### config.mk
export PLATFORM = sky130hd
export DESIGN_NAME = mux4_rr_arbiter_flat
export DESIGN_NICKNAME = d
export VERILOG_FILES = /design/src/rtl/mux4_rr_arbiter_pkg.sv /design/src/rtl/mux4_rr_arbiter_if.sv /design/src/rtl/mux4_rr_arbiter_rr_pick4.sv /design/src/rtl/mux4_rr_arbiter.sv /design/src/flat_wrapper.sv
export SDC_FILE = /design/constraint.sdc
export NUM_CORES = 1
export LEC_CHECK = 0
export ABC_AREA = 1
export CORE_MARGIN = 8
export CORE_UTILIZATION = 42
export CTS_CLUSTER_DIAMETER = 30
export DETAILED_ROUTE_END_ITERATION = 10
export PLACE_DENSITY = 0.87
export REMOVE_ABC_BUFFERS = 1
export SYNTH_ARGS = -nofsm -noshare
export SYNTH_HDL_FRONTEND = slang
export SYNTH_SLANG_ARGS = --single-unit
### constraint.sdc
create_clock -name clk -period 3.3 [get_ports clk]
set_input_delay 0.495 -clock clk [delete_from_list [all_inputs] [get_ports clk]]
set_output_delay 0.495 -clock clk [all_outputs]
set_load 0.02 [all_outputs]
### src/rtl/mux4_rr_arbiter_pkg.sv
// mux4_arb_pkg: shared FSM states, sizes and the rotating-priority pick function
package mux4_arb_pkg;

   localparam int NUM_REQ = 4;
   localparam int SEL_W   = 2;

   typedef enum logic {IDLE, LOCKED} state_t;

   typedef struct packed {
      logic [SEL_W-1:0] idx;
      logic             any;
   } pick_t;

   // first set bit searching ptr, ptr+1, ... modulo NUM_REQ; scanning from the
   // far end lets the nearest hit overwrite the others
   function automatic pick_t rr_pick(input logic [NUM_REQ-1:0] req, input logic [SEL_W-1:0] ptr);
      pick_t            p;
      logic [SEL_W-1:0] k;
      p = '0;
      for (int i = NUM_REQ - 1; i >= 0; i--) begin
         k = ptr + SEL_W'(i);
         if (req[k]) begin
            p.idx = k;
            p.any = 1'b1;
         end
      end
      return p;
   endfunction

endpackage

### src/rtl/mux4_rr_arbiter_if.sv
// mux4_rr_arbiter_if: four producer lanes on one side, one valid/ready consumer on the other
interface mux4_rr_arbiter_if #(parameter int DW = 8);
   logic [3:0]      req;
   logic [3:0]      req_last;
   logic [4*DW-1:0] req_data;
   logic [3:0]      req_ready;
   logic            out_valid;
   logic [DW-1:0]   out_data;
   logic            out_last;
   logic            out_ready;
   logic [1:0]      sel;
   logic            busy;

   modport master (
      output req, req_last, req_data, out_ready,
      input  req_ready, out_valid, out_data, out_last, sel, busy
   );

   modport slave (
      input  req, req_last, req_data, out_ready,
      output req_ready, out_valid, out_data, out_last, sel, busy
   );
endinterface

### src/rtl/mux4_rr_arbiter_rr_pick4.sv
// rr_pick4: combinational rotating priority encoder over four requests
module rr_pick4
   import mux4_arb_pkg::*;
(
   input  logic [NUM_REQ-1:0] req,
   input  logic [SEL_W-1:0]   ptr,
   output logic [SEL_W-1:0]   idx,
   output logic               any
);
   pick_t pick;

   // winner is the first requester at or after ptr
   always_comb begin
      pick = rr_pick(req, ptr);
      idx  = pick.idx;
      any  = pick.any;
   end
endmodule

### src/rtl/mux4_rr_arbiter.sv
// mux4_rr_arbiter: round-robin grant of one shared 4:1 mux, locked per packet with a beat cap
module mux4_rr_arbiter
   import mux4_arb_pkg::*;
#(
   parameter int DW        = 8,
   parameter int MAX_BEATS = 16,
   parameter int CNT_W     = 5
) (
   input logic               clk,
   input logic               rst,
   mux4_rr_arbiter_if.slave  bus
);
   state_t           state, state_nx;
   logic [SEL_W-1:0] sel_q, rr_ptr, idx;
   logic [CNT_W-1:0] beat_cnt;
   logic             any, locked, beat;

   rr_pick4 u_pick (.req(bus.req), .ptr(rr_ptr), .idx(idx), .any(any));

   // output mux and handshake decode; next state follows from the same beat
   always_comb begin
      locked        = state == LOCKED;
      bus.out_valid = locked && bus.req[sel_q];
      bus.out_data  = bus.req_data[sel_q*DW +: DW];
      bus.out_last  = locked && (bus.req_last[sel_q] || beat_cnt == CNT_W'(MAX_BEATS - 1));
      bus.req_ready = locked ? (NUM_REQ'(1) << sel_q) & {NUM_REQ{bus.out_ready}} : '0;
      beat          = bus.out_valid && bus.out_ready;
      state_nx      = locked ? ((beat && bus.out_last) ? IDLE : LOCKED) : (any ? LOCKED : IDLE);
   end

   // grant register, beat counter and rotating pointer advanced past the releasing winner
   always_ff @(posedge clk) begin
      if (rst) begin
         state    <= IDLE;
         sel_q    <= '0;
         rr_ptr   <= '0;
         beat_cnt <= '0;
      end else begin
         state <= state_nx;
         if (!locked && any) begin
            sel_q    <= idx;
            beat_cnt <= '0;
         end
         if (beat) beat_cnt <= beat_cnt + 1'b1;
         if (beat && bus.out_last) rr_ptr <= sel_q + 1'b1;
      end
   end

   assign bus.sel  = sel_q;
   assign bus.busy = locked;
endmodule

### src/flat_wrapper.sv
// flat-port wrapper written by rule: the top's interface ports become plain ports
module mux4_rr_arbiter_flat import mux4_arb_pkg::*;
#(
   parameter int DW        = 8,
   parameter int MAX_BEATS = 16,
   parameter int CNT_W     = 5
)
  (clk, rst, bus_req, bus_req_last, bus_req_data, bus_out_ready, bus_req_ready, bus_out_valid, bus_out_data, bus_out_last, bus_sel, bus_busy);
  mux4_rr_arbiter_if #(.DW(DW)) bus_i ();
  input logic clk;
  input logic rst;
  input wire logic [$bits(bus_i.req)-1:0] bus_req;
  input wire logic [$bits(bus_i.req_last)-1:0] bus_req_last;
  input wire logic [$bits(bus_i.req_data)-1:0] bus_req_data;
  input wire logic [$bits(bus_i.out_ready)-1:0] bus_out_ready;
  output wire logic [$bits(bus_i.req_ready)-1:0] bus_req_ready;
  output wire logic [$bits(bus_i.out_valid)-1:0] bus_out_valid;
  output wire logic [$bits(bus_i.out_data)-1:0] bus_out_data;
  output wire logic [$bits(bus_i.out_last)-1:0] bus_out_last;
  output wire logic [$bits(bus_i.sel)-1:0] bus_sel;
  output wire logic [$bits(bus_i.busy)-1:0] bus_busy;
  assign bus_i.req = bus_req;
  assign bus_i.req_last = bus_req_last;
  assign bus_i.req_data = bus_req_data;
  assign bus_i.out_ready = bus_out_ready;
  assign bus_req_ready = bus_i.req_ready;
  assign bus_out_valid = bus_i.out_valid;
  assign bus_out_data = bus_i.out_data;
  assign bus_out_last = bus_i.out_last;
  assign bus_sel = bus_i.sel;
  assign bus_busy = bus_i.busy;
  mux4_rr_arbiter #(.DW(DW), .MAX_BEATS(MAX_BEATS), .CNT_W(CNT_W)) u_core (.clk(clk), .rst(rst), .bus(bus_i));
endmodule
==> out/summary.json, run 1 <==
{
  "setup_path": {
    "crit_required_ns": 2.80,
    "critical_path.cell_chain": "inv_2 -> a21oi_2 -> o21ai_1 -> nand2_1 -> inv_1 -> nor2_1 -> clkdlybuf4s50_1",
    "number_of_buffer_and_inverter_stages_on_the_critical_path": 3,
    "timing.critical_path.max_delay_family": "buffers and inverters",
    "critPathCaptureType": "output pin",
    "crit_arrival_ns": 2.22,
    "slowest_delay_ns": 0.66,
    "crit_path_start_kind": "flip-flop",
    "worst-setup-path-type": "reg2out",
    "critical_path.slowest_cell": "sky130_fd_sc_hd__dfxtp_1",
    "crit_path_max_fanout": 16
  },
  "sta": {
    "period_minus_slack_ns": 2.71,
    "slew_headroom": 0.637,
    "max_clock_freq_mhz": 369,
    "slew_viol_final": 0,
    "totalNegativeSetupSlack_ns": 0,
    "clock-skew-final_ns": 0.00161,
    "final-setup-viol-count": 0,
    "period_utilization": 0.822,
    "whs_ns": 0.470,
    "worstMarginPinSlew_ns": 0.544,
    "final-hold-violation-count": 0,
    "rsz0062_at_grt": "false"
  },
  "yosys": {
    "post_synth.cell_area_avg_sq_um": 5.91,
    "ys_warn_count": 0,
    "postSynthCellCount": 182,
    "synth_seq_area_share": 0.186,
    "unique_cell_type_count_in_the_yosys_netlist": 26,
    "synth-seq-cells": 10,
    "synth.cell_area_sq_mm": 0.00108
  },
  "clock_network": {
    "clk_root_buffer_cell": "sky130_fd_sc_hd__clkbuf_4",
    "clock_transition_at_the_registers_of_the_reported_paths_ns": 0.06,
    "cts.sinks": 10,
    "cts_hold_repair.buffers": 0,
    "tritoncts.num_buffers": 3,
    "ctsHtreeMaxLevel": 1,
    "postCtsSetupRepairBufs": 0,
    "cts_buffer_depth": 2,
    "cts_resized": 0,
    "worstSkewPairLatency_ns": 0.27,
    "cts_tree": "yes"
  },
  "run_status": {
    "status": "completed"
  },
  "power": {
    "p_int_mw": 0.318,
    "share_clk_of_total_power": 0.219,
    "vdd_drop_max_mv": 0.315,
    "cellLeakagePower_nw": 0.714,
    "p_seq_frac": 0.272,
    "power.share.combinational": 0.509,
    "p_per_area_mw_per_mm2": 291,
    "total_switching_power_mw": 0.180,
    "sw_frac_of_total": 0.362
  },
  "die": {
    "io-pin-count": 60,
    "row_count": 18,
    "initial_core_util": 0.438,
    "area_of_the_placeable_core_sq_mm": 0.00245,
    "die-width_um": 66.6,
    "fp.dieH_um": 66.6,
    "die-area_sq_mm": 0.00444
  },
  "final_layout": {
    "commonest_non_fill_non_tap_cells_in_the_layout": "59 x sky130_fd_sc_hd__clkdlybuf4s50_1, 36 x sky130_fd_sc_hd__nand2_1, 26 x sky130_fd_sc_hd__nor2_1, 20 x sky130_fd_sc_hd__o21ai_0, 15 x sky130_fd_sc_hd__inv_1",
    "drive_above_1_share": 0.117,
    "final_common_cell": "sky130_fd_sc_hd__clkdlybuf4s50_1",
    "num-fill-cells": 216,
    "insertedDiodeCount": 0,
    "fin_area_sq_mm": 0.00171,
    "num-nets-final": 289,
    "area_delta_synth_final_pct": 58.8
  },
  "placement": {
    "io_buffer_count": 59,
    "final_replace_weighted_congestion": 0.831,
    "hpwlAfterDp_mm": 2.68,
    "placement.cell_area_sq_mm": 0.00167
  },
  "detailed_routing": {
    "vias_per_cell": 4.85,
    "postRouteWirelength_mm": 3.27,
    "first_pass_iters": 4,
    "drc": 0,
    "drtIter0Drc": 73,
    "detail-route-antenna-nets": 0,
    "dr_total_vias": 1305,
    "avgRoutedWirePerCell_um": 12.1
  },
  "grt": {
    "initial_antenna_violation_count": 0,
    "grt_first_pass_wirelength_mm": 5.55,
    "number_of_global_route_vias_before_repair": 1236,
    "pin_count_of_the_biggest_net_entering_global_routing": 26,
    "grt_usage": 0.154,
    "grt-ovfl-total": 0
  },
  "flow_run": {
    "max_capacitance_violation_count": 0
  },
  "hold_path": {
    "hp-class": "reg2reg"
  }
}
==> flip-flops by register name (all words and copies together), names as in the netlist <==
register	flops
u_core.beat_cnt	5
u_core.bus.busy	1
u_core.bus.sel	2
u_core.rr_ptr	2
==> final cells by class <==
cell class                 count  area (sq um)  share of cell area
multi-input combinational    145           759               0.444
timing repair buffer          60           598               0.350
sequential                    10           200               0.117
inverter                      20          77.6              0.0454
tap                           30          37.5              0.0220
clock buffer                   4          36.3              0.0212
==> worst paths after layout <==
path / start / to / slack [ns] / cells after the start
hold reg to reg: u_core.bus.sel[0] / u_core.bus.sel[0] / 0.47 / 2
setup / recovery: u_core.bus.sel[1] / bus_out_valid / 0.59 / 7
setup reg to reg: u_core.bus.sel[1] / u_core.rr_ptr[0] / 1.43 / 9
hold / removal: u_core.bus.sel[0] / u_core.bus.sel[0] / 0.47 / 2
==> metrics by stage <==
| stage | worst slack, ns | power (mW) | utilization | cells |
|---|---|---|---|---|
| 2_1_floorplan | 1.12 | 0.268 | - | 175 |
| 3_3_place_gp | 0.725 | 0.392 | 0.681 | 265 |
| 3_5_place_dp | 0.715 | 0.393 | 0.681 | 265 |
| 4_1_cts | 0.579 | 0.505 | 0.696 | 269 |
| 5_1_grt | 0.373 | 0.536 | 0.696 | 269 |
| 6_report | 0.587 | 0.498 | 0.696 | 269 |
==> worst register-to-register path, stage by stage (launching register included) <==
cell                      delay (ns)
sky130_fd_sc_hd__dfxtp_1        0.66
sky130_fd_sc_hd__inv_2          0.22
sky130_fd_sc_hd__a21oi_2        0.14
sky130_fd_sc_hd__o21ai_1        0.07
sky130_fd_sc_hd__nand2_1        0.10
sky130_fd_sc_hd__nand3_2        0.18
sky130_fd_sc_hd__nor2_2         0.19
sky130_fd_sc_hd__inv_2          0.06
sky130_fd_sc_hd__nand2_1        0.06
sky130_fd_sc_hd__a21oi_1        0.06
==> cell usage after synthesis <==
| library cell | instances | area, sq um |
|---|---|---|
| sky130_fd_sc_hd__nand2_2 | 8 | 50.1 |
| sky130_fd_sc_hd__nand2_4 | 3 | 33.8 |
| sky130_fd_sc_hd__and2_1 | 1 | 6.26 |
| sky130_fd_sc_hd__nand3_2 | 1 | 10.0 |
| sky130_fd_sc_hd__buf_2 | 4 | 20.0 |
| sky130_fd_sc_hd__xor2_1 | 1 | 8.76 |
| sky130_fd_sc_hd__o21ai_1 | 1 | 5.00 |
| sky130_fd_sc_hd__inv_2 | 4 | 15.0 |
| sky130_fd_sc_hd__nor2_2 | 3 | 18.8 |
| sky130_fd_sc_hd__or2_2 | 1 | 6.26 |
| sky130_fd_sc_hd__buf_1 | 1 | 3.75 |
| sky130_fd_sc_hd__nor2_1 | 26 | 97.6 |
| sky130_fd_sc_hd__o22ai_1 | 8 | 50.1 |
| sky130_fd_sc_hd__o21a_1 | 1 | 7.51 |
| sky130_fd_sc_hd__nand2_1 | 36 | 135 |
| sky130_fd_sc_hd__or2_1 | 2 | 12.5 |
| sky130_fd_sc_hd__a21oi_1 | 12 | 60.1 |
| sky130_fd_sc_hd__buf_6 | 1 | 11.3 |
| sky130_fd_sc_hd__a21oi_2 | 2 | 17.5 |
| sky130_fd_sc_hd__dfxtp_1 | 10 | 200 |
| sky130_fd_sc_hd__inv_1 | 15 | 56.3 |
| sky130_fd_sc_hd__o21ai_0 | 20 | 100 |
| sky130_fd_sc_hd__clkbuf_1 | 1 | 3.75 |
| sky130_fd_sc_hd__ha_1 | 6 | 75.1 |
| sky130_fd_sc_hd__inv_4 | 1 | 6.26 |
| sky130_fd_sc_hd__nand3_1 | 13 | 65.1 |
==> kinds of logic (layout without fill, tap and decap cells) <==
family,Yosys count,count (layout),synth area share
adders and majority gates,6,6,0.0698
DFF,10,10,0.186
buffers and inverters,27,84,0.108
xor gates and xnor gates,1,1,0.00814
and+or+nand+nor,94,94,0.405
AOI/OAI and AO/OA,44,44,0.223
==> metal layers <==
layer,vias up,GRT usage,part of all wire
met5,-,0,0
met4,0,0.0320,0.010
met2,22,0.276,0.51
li1,707,-,-
met3,4,0.0419,0.047
met1,572,0.177,0.43
==> power by group through the flow <==
stage	Clock [mW]	Sequential, mW	Combinational [mW]
global route	0.120	0.137	0.279
global placement	0	0.138	0.253
floorplan	0	0.146	0.122
detailed placement	0	0.138	0.255
CTS	0.113	0.136	0.256
finish	0.109	0.136	0.253
No activity file was read; power rests on OpenSTA's default activity.
==> run 2, diff against run 1 <==
--- a/config.mk
+++ b/config.mk
@@ -7,10 +7,10 @@
 export LEC_CHECK = 0
 export ABC_AREA = 1
 export CORE_MARGIN = 8
-export CORE_UTILIZATION = 42
+export CORE_UTILIZATION = 39
 export CTS_CLUSTER_DIAMETER = 30
 export DETAILED_ROUTE_END_ITERATION = 10
-export PLACE_DENSITY = 0.87
+export PLACE_DENSITY = 0.81
 export REMOVE_ABC_BUFFERS = 1
 export SYNTH_ARGS = -nofsm -noshare
 export SYNTH_HDL_FRONTEND = slang
==> constraint.sdc (replaced) <==
create_clock -name clk -period 2.55 [get_ports clk]
set_input_delay 0.3825 -clock clk [delete_from_list [all_inputs] [get_ports clk]]
set_output_delay 0.3825 -clock clk [all_outputs]
set_load 0.02 [all_outputs]
==> out/summary.json, run 2 (synthesized netlist as in run 1, its figures left out) <==
{
  "setup_path": {
    "slowest_delay": {"value": 0.62, "unit": "ns", "change": "-0.04 ns"},
    "worst-setup-path-type": "in2out",
    "crit_required": {"value": 2.17, "unit": "ns", "change": "-0.63 ns"},
    "critPathCaptureType": "output pin",
    "rrSetupSlack": {"value": 0.90, "unit": "ns", "change": "-0.53 ns"},
    "worst_setup_path_startpoint": "bus_req[2]",
    "crit_path_max_fanout": {"value": 3, "change": "-13"},
    "critical_path.slowest_cell": "sky130_fd_sc_hd__clkdlybuf4s50_1",
    "r2r-start": "u_core.bus.sel[1]",
    "crit_path_start_kind": "primary input",
    "worst-r2r-cell-count": {"value": 9, "change": "unchanged"},
    "worstSetupEndpoint": "bus_out_valid",
    "crit-reg2reg-capture": "u_core.rr_ptr[0]",
    "critical_path.cell_chain": "clkdlybuf4s50_1 -> inv_1 -> a21oi_2 -> o21ai_1 -> nand2_1 -> inv_1 -> nor2_1 -> clkdlybuf4s50_1",
    "crit_arrival": {"value": 2.00, "unit": "ns", "change": "-0.22 ns"}
  },
  "grt": {
    "grt_first_pass_wirelength": {"value": 5.73, "unit": "mm", "change": "+3.1%"},
    "initial_antenna_violation_count": {"value": 0, "change": "unchanged"},
    "pin_count_of_the_biggest_net_entering_global_routing": {"value": 25, "change": "-3.8%"},
    "number_of_global_route_vias_before_repair": {"value": 1224, "change": "-0.97%"},
    "grt-ovfl-total": {"value": 0, "change": "unchanged"},
    "grt_usage": {"value": 0.155, "change": "+0.000393"}
  },
  "clock_network": {
    "worstSkewPairLatency": {"value": 0.26, "unit": "ns", "change": "about the same"},
    "clock_transition_at_the_registers_of_the_reported_paths": {"value": 0.06, "unit": "ns", "change": "about the same"},
    "cts_hold_repair.buffers": {"value": 0, "change": "unchanged"},
    "cts_tree": "yes",
    "clk_root_buffer_cell": "sky130_fd_sc_hd__clkbuf_4",
    "cts.sinks": {"value": 10, "change": "unchanged"},
    "ctsHtreeMaxLevel": {"value": 1, "change": "unchanged"},
    "tritoncts.num_buffers": {"value": 3, "change": "unchanged"},
    "cts_resized": {"value": 0, "change": "unchanged"},
    "cts_buffer_depth": {"value": 2, "change": "unchanged"},
    "postCtsSetupRepairBufs": {"value": 0, "change": "unchanged"}
  },
  "sta": {
    "final-hold-violation-count": {"value": 0, "change": "unchanged"},
    "slew_headroom": {"value": 0.737, "change": "+0.100"},
    "worstMarginPinSlew": {"value": 0.394, "unit": "ns", "change": "-0.150 ns"},
    "slew_viol_final": {"value": 0, "change": "unchanged"},
    "clock-skew-final": {"value": 0.00203, "unit": "ns", "change": "+0.000421 ns"},
    "period_utilization": 0.934,
    "totalNegativeSetupSlack": {"value": 0, "unit": "ns", "change": "unchanged"},
    "period_minus_slack_ns": 2.38,
    "rsz0062_at_grt": "false",
    "whs": {"value": 0.481, "unit": "ns", "change": "+0.0104 ns"},
    "max_clock_freq_mhz": 420,
    "final-setup-viol-count": {"value": 0, "change": "unchanged"}
  },
  "die": {
    "row_count": {"value": 19, "change": "+1"},
    "area_of_the_placeable_core": {"value": 0.00269, "unit": "sq mm", "change": "+9.4%"},
    "io-pin-count": {"value": 60, "change": "unchanged"},
    "fp.dieH": {"value": 68.5, "unit": "um", "change": "+2.9%"},
    "initial_core_util": {"value": 0.401, "change": "-0.0378"},
    "die-area": {"value": 0.00470, "unit": "sq mm", "change": "+5.8%"},
    "die-width": {"value": 68.5, "unit": "um", "change": "+2.9%"}
  },
  "final_layout": {
    "final_common_cell": "sky130_fd_sc_hd__clkdlybuf4s50_1",
    "num-fill-cells": {"value": 260, "change": "+20%"},
    "largest_reg_flops": {"value": 5, "change": "unchanged"},
    "commonest_non_fill_non_tap_cells_in_the_layout": "59 x sky130_fd_sc_hd__clkdlybuf4s50_1, 36 x sky130_fd_sc_hd__nand2_1, 26 x sky130_fd_sc_hd__nor2_1, 20 x sky130_fd_sc_hd__o21ai_0, 15 x sky130_fd_sc_hd__inv_1",
    "fin_area": {"value": 0.00172, "unit": "sq mm", "change": "+0.51%"},
    "num-nets-final": {"value": 290, "change": "+0.35%"},
    "insertedDiodeCount": {"value": 0, "change": "unchanged"},
    "drive_above_1_share": {"value": 0.121, "change": "+0.00368"},
    "area_delta_synth_final_pct": 59.7,
    "registers.top_by_ff_count": "u_core.beat_cnt"
  },
  "power": {
    "cellLeakagePower": {"value": 0.719, "unit": "nW", "change": "+0.75%"},
    "p_per_area": {"value": 376, "unit": "mW/mm^2", "change": "+29%"},
    "vdd_drop_max": {"value": 0.480, "unit": "mV", "change": "+52%"}
  },
  "placement": {
    "io_buffer_count": {"value": 59, "change": "unchanged"},
    "hpwlAfterDp": {"value": 2.74, "unit": "mm", "change": "+2.1%"},
    "placement.cell_area": {"value": 0.00168, "unit": "sq mm", "change": "+0.52%"},
    "final_replace_weighted_congestion": {"value": 0.829, "change": "-0.26%"}
  },
  "detailed_routing": {
    "vias_per_cell": {"value": 4.81, "change": "-0.89%"},
    "drtIter0Drc": {"value": 99, "change": "+36%"},
    "detail-route-antenna-nets": {"value": 0, "change": "unchanged"},
    "drc": {"value": 0, "change": "unchanged"},
    "dr_total_vias": {"value": 1303, "change": "-0.15%"},
    "avgRoutedWirePerCell": {"value": 12.4, "unit": "um", "change": "+2.4%"},
    "first_pass_iters": {"value": 4, "change": "unchanged"},
    "postRouteWirelength": {"value": 3.37, "unit": "mm", "change": "+3.2%"}
  },
  "hold_path": {
    "hp-class": "reg2reg"
  },
  "flow_run": {
    "max_capacitance_violation_count": {"value": 0, "change": "unchanged"}
  },
  "run_status": {
    "status": "completed"
  }
}
## run 2: cell types whose count changed in the layout (fill, tap and decap cells not counted), sizes merged
cell,before,now
buf,1,2
## run 2: layout make-up
type / instances / area, sq um / area share
multi-input cells: 145 / 759 / 0.442
repair buffers: 61 / 606 / 0.353
flip-flops and latches: 10 / 200 / 0.117
inverters: 20 / 77.6 / 0.0452
well taps: 31 / 38.8 / 0.0226
clock buffers: 4 / 36.3 / 0.0211
## run 2: power breakdown
group / total (mW) / switching [mW] / leakage, nW / internal (mW)
combinational: 0.333 / 0.170 / 0.617 / 0.163
clock: 0.139 / 0.0524 / 0.0210 / 0.0867
sequential: 0.174 / 0.0114 / 0.0812 / 0.163
## run 2: stage by stage
stage	utilization	std cells	power [mW]	worst slack, ns
floorplan	-	175	0.347	0.487
global placement	0.626	267	0.510	0.210
detailed placement	0.626	267	0.512	0.163
CTS	0.639	271	0.656	0.135
global route	0.639	271	0.693	0.0330
finish	0.639	271	0.646	0.168
## run 2: routing by layer
metal	vias to the layer above	share of wire	track usage
li1	705	-	-
met1	572	0.43	0.182
met2	24	0.53	0.281
met3	2	0.036	0.0355
met4	0	0.0080	0.0256
met5	-	0	0
## run 2: worst min path at each step
stage | from | to | slack [ns] | cells past startpoint
6_report | u_core.beat_cnt[3] | u_core.beat_cnt[3] | 0.48 | 2
5_1_grt | u_core.beat_cnt[4] | u_core.beat_cnt[4] | 0.51 | 2
4_1_cts | u_core.beat_cnt[3] | u_core.beat_cnt[3] | 0.48 | 2
3_5_place_dp | u_core.beat_cnt[3] | u_core.beat_cnt[3] | 0.47 | 2
3_3_place_gp | u_core.beat_cnt[4] | u_core.beat_cnt[4] | 0.47 | 2
2_1_floorplan | rst | u_core.bus.sel[1] | 0.45 | 1
## run 2: critical path, delay by kind of cell
family | cells | cell delay (ns)
compound gates | 2 | 0.20
buf+inv | 4 | 1.23
simple gates | 2 | 0.20
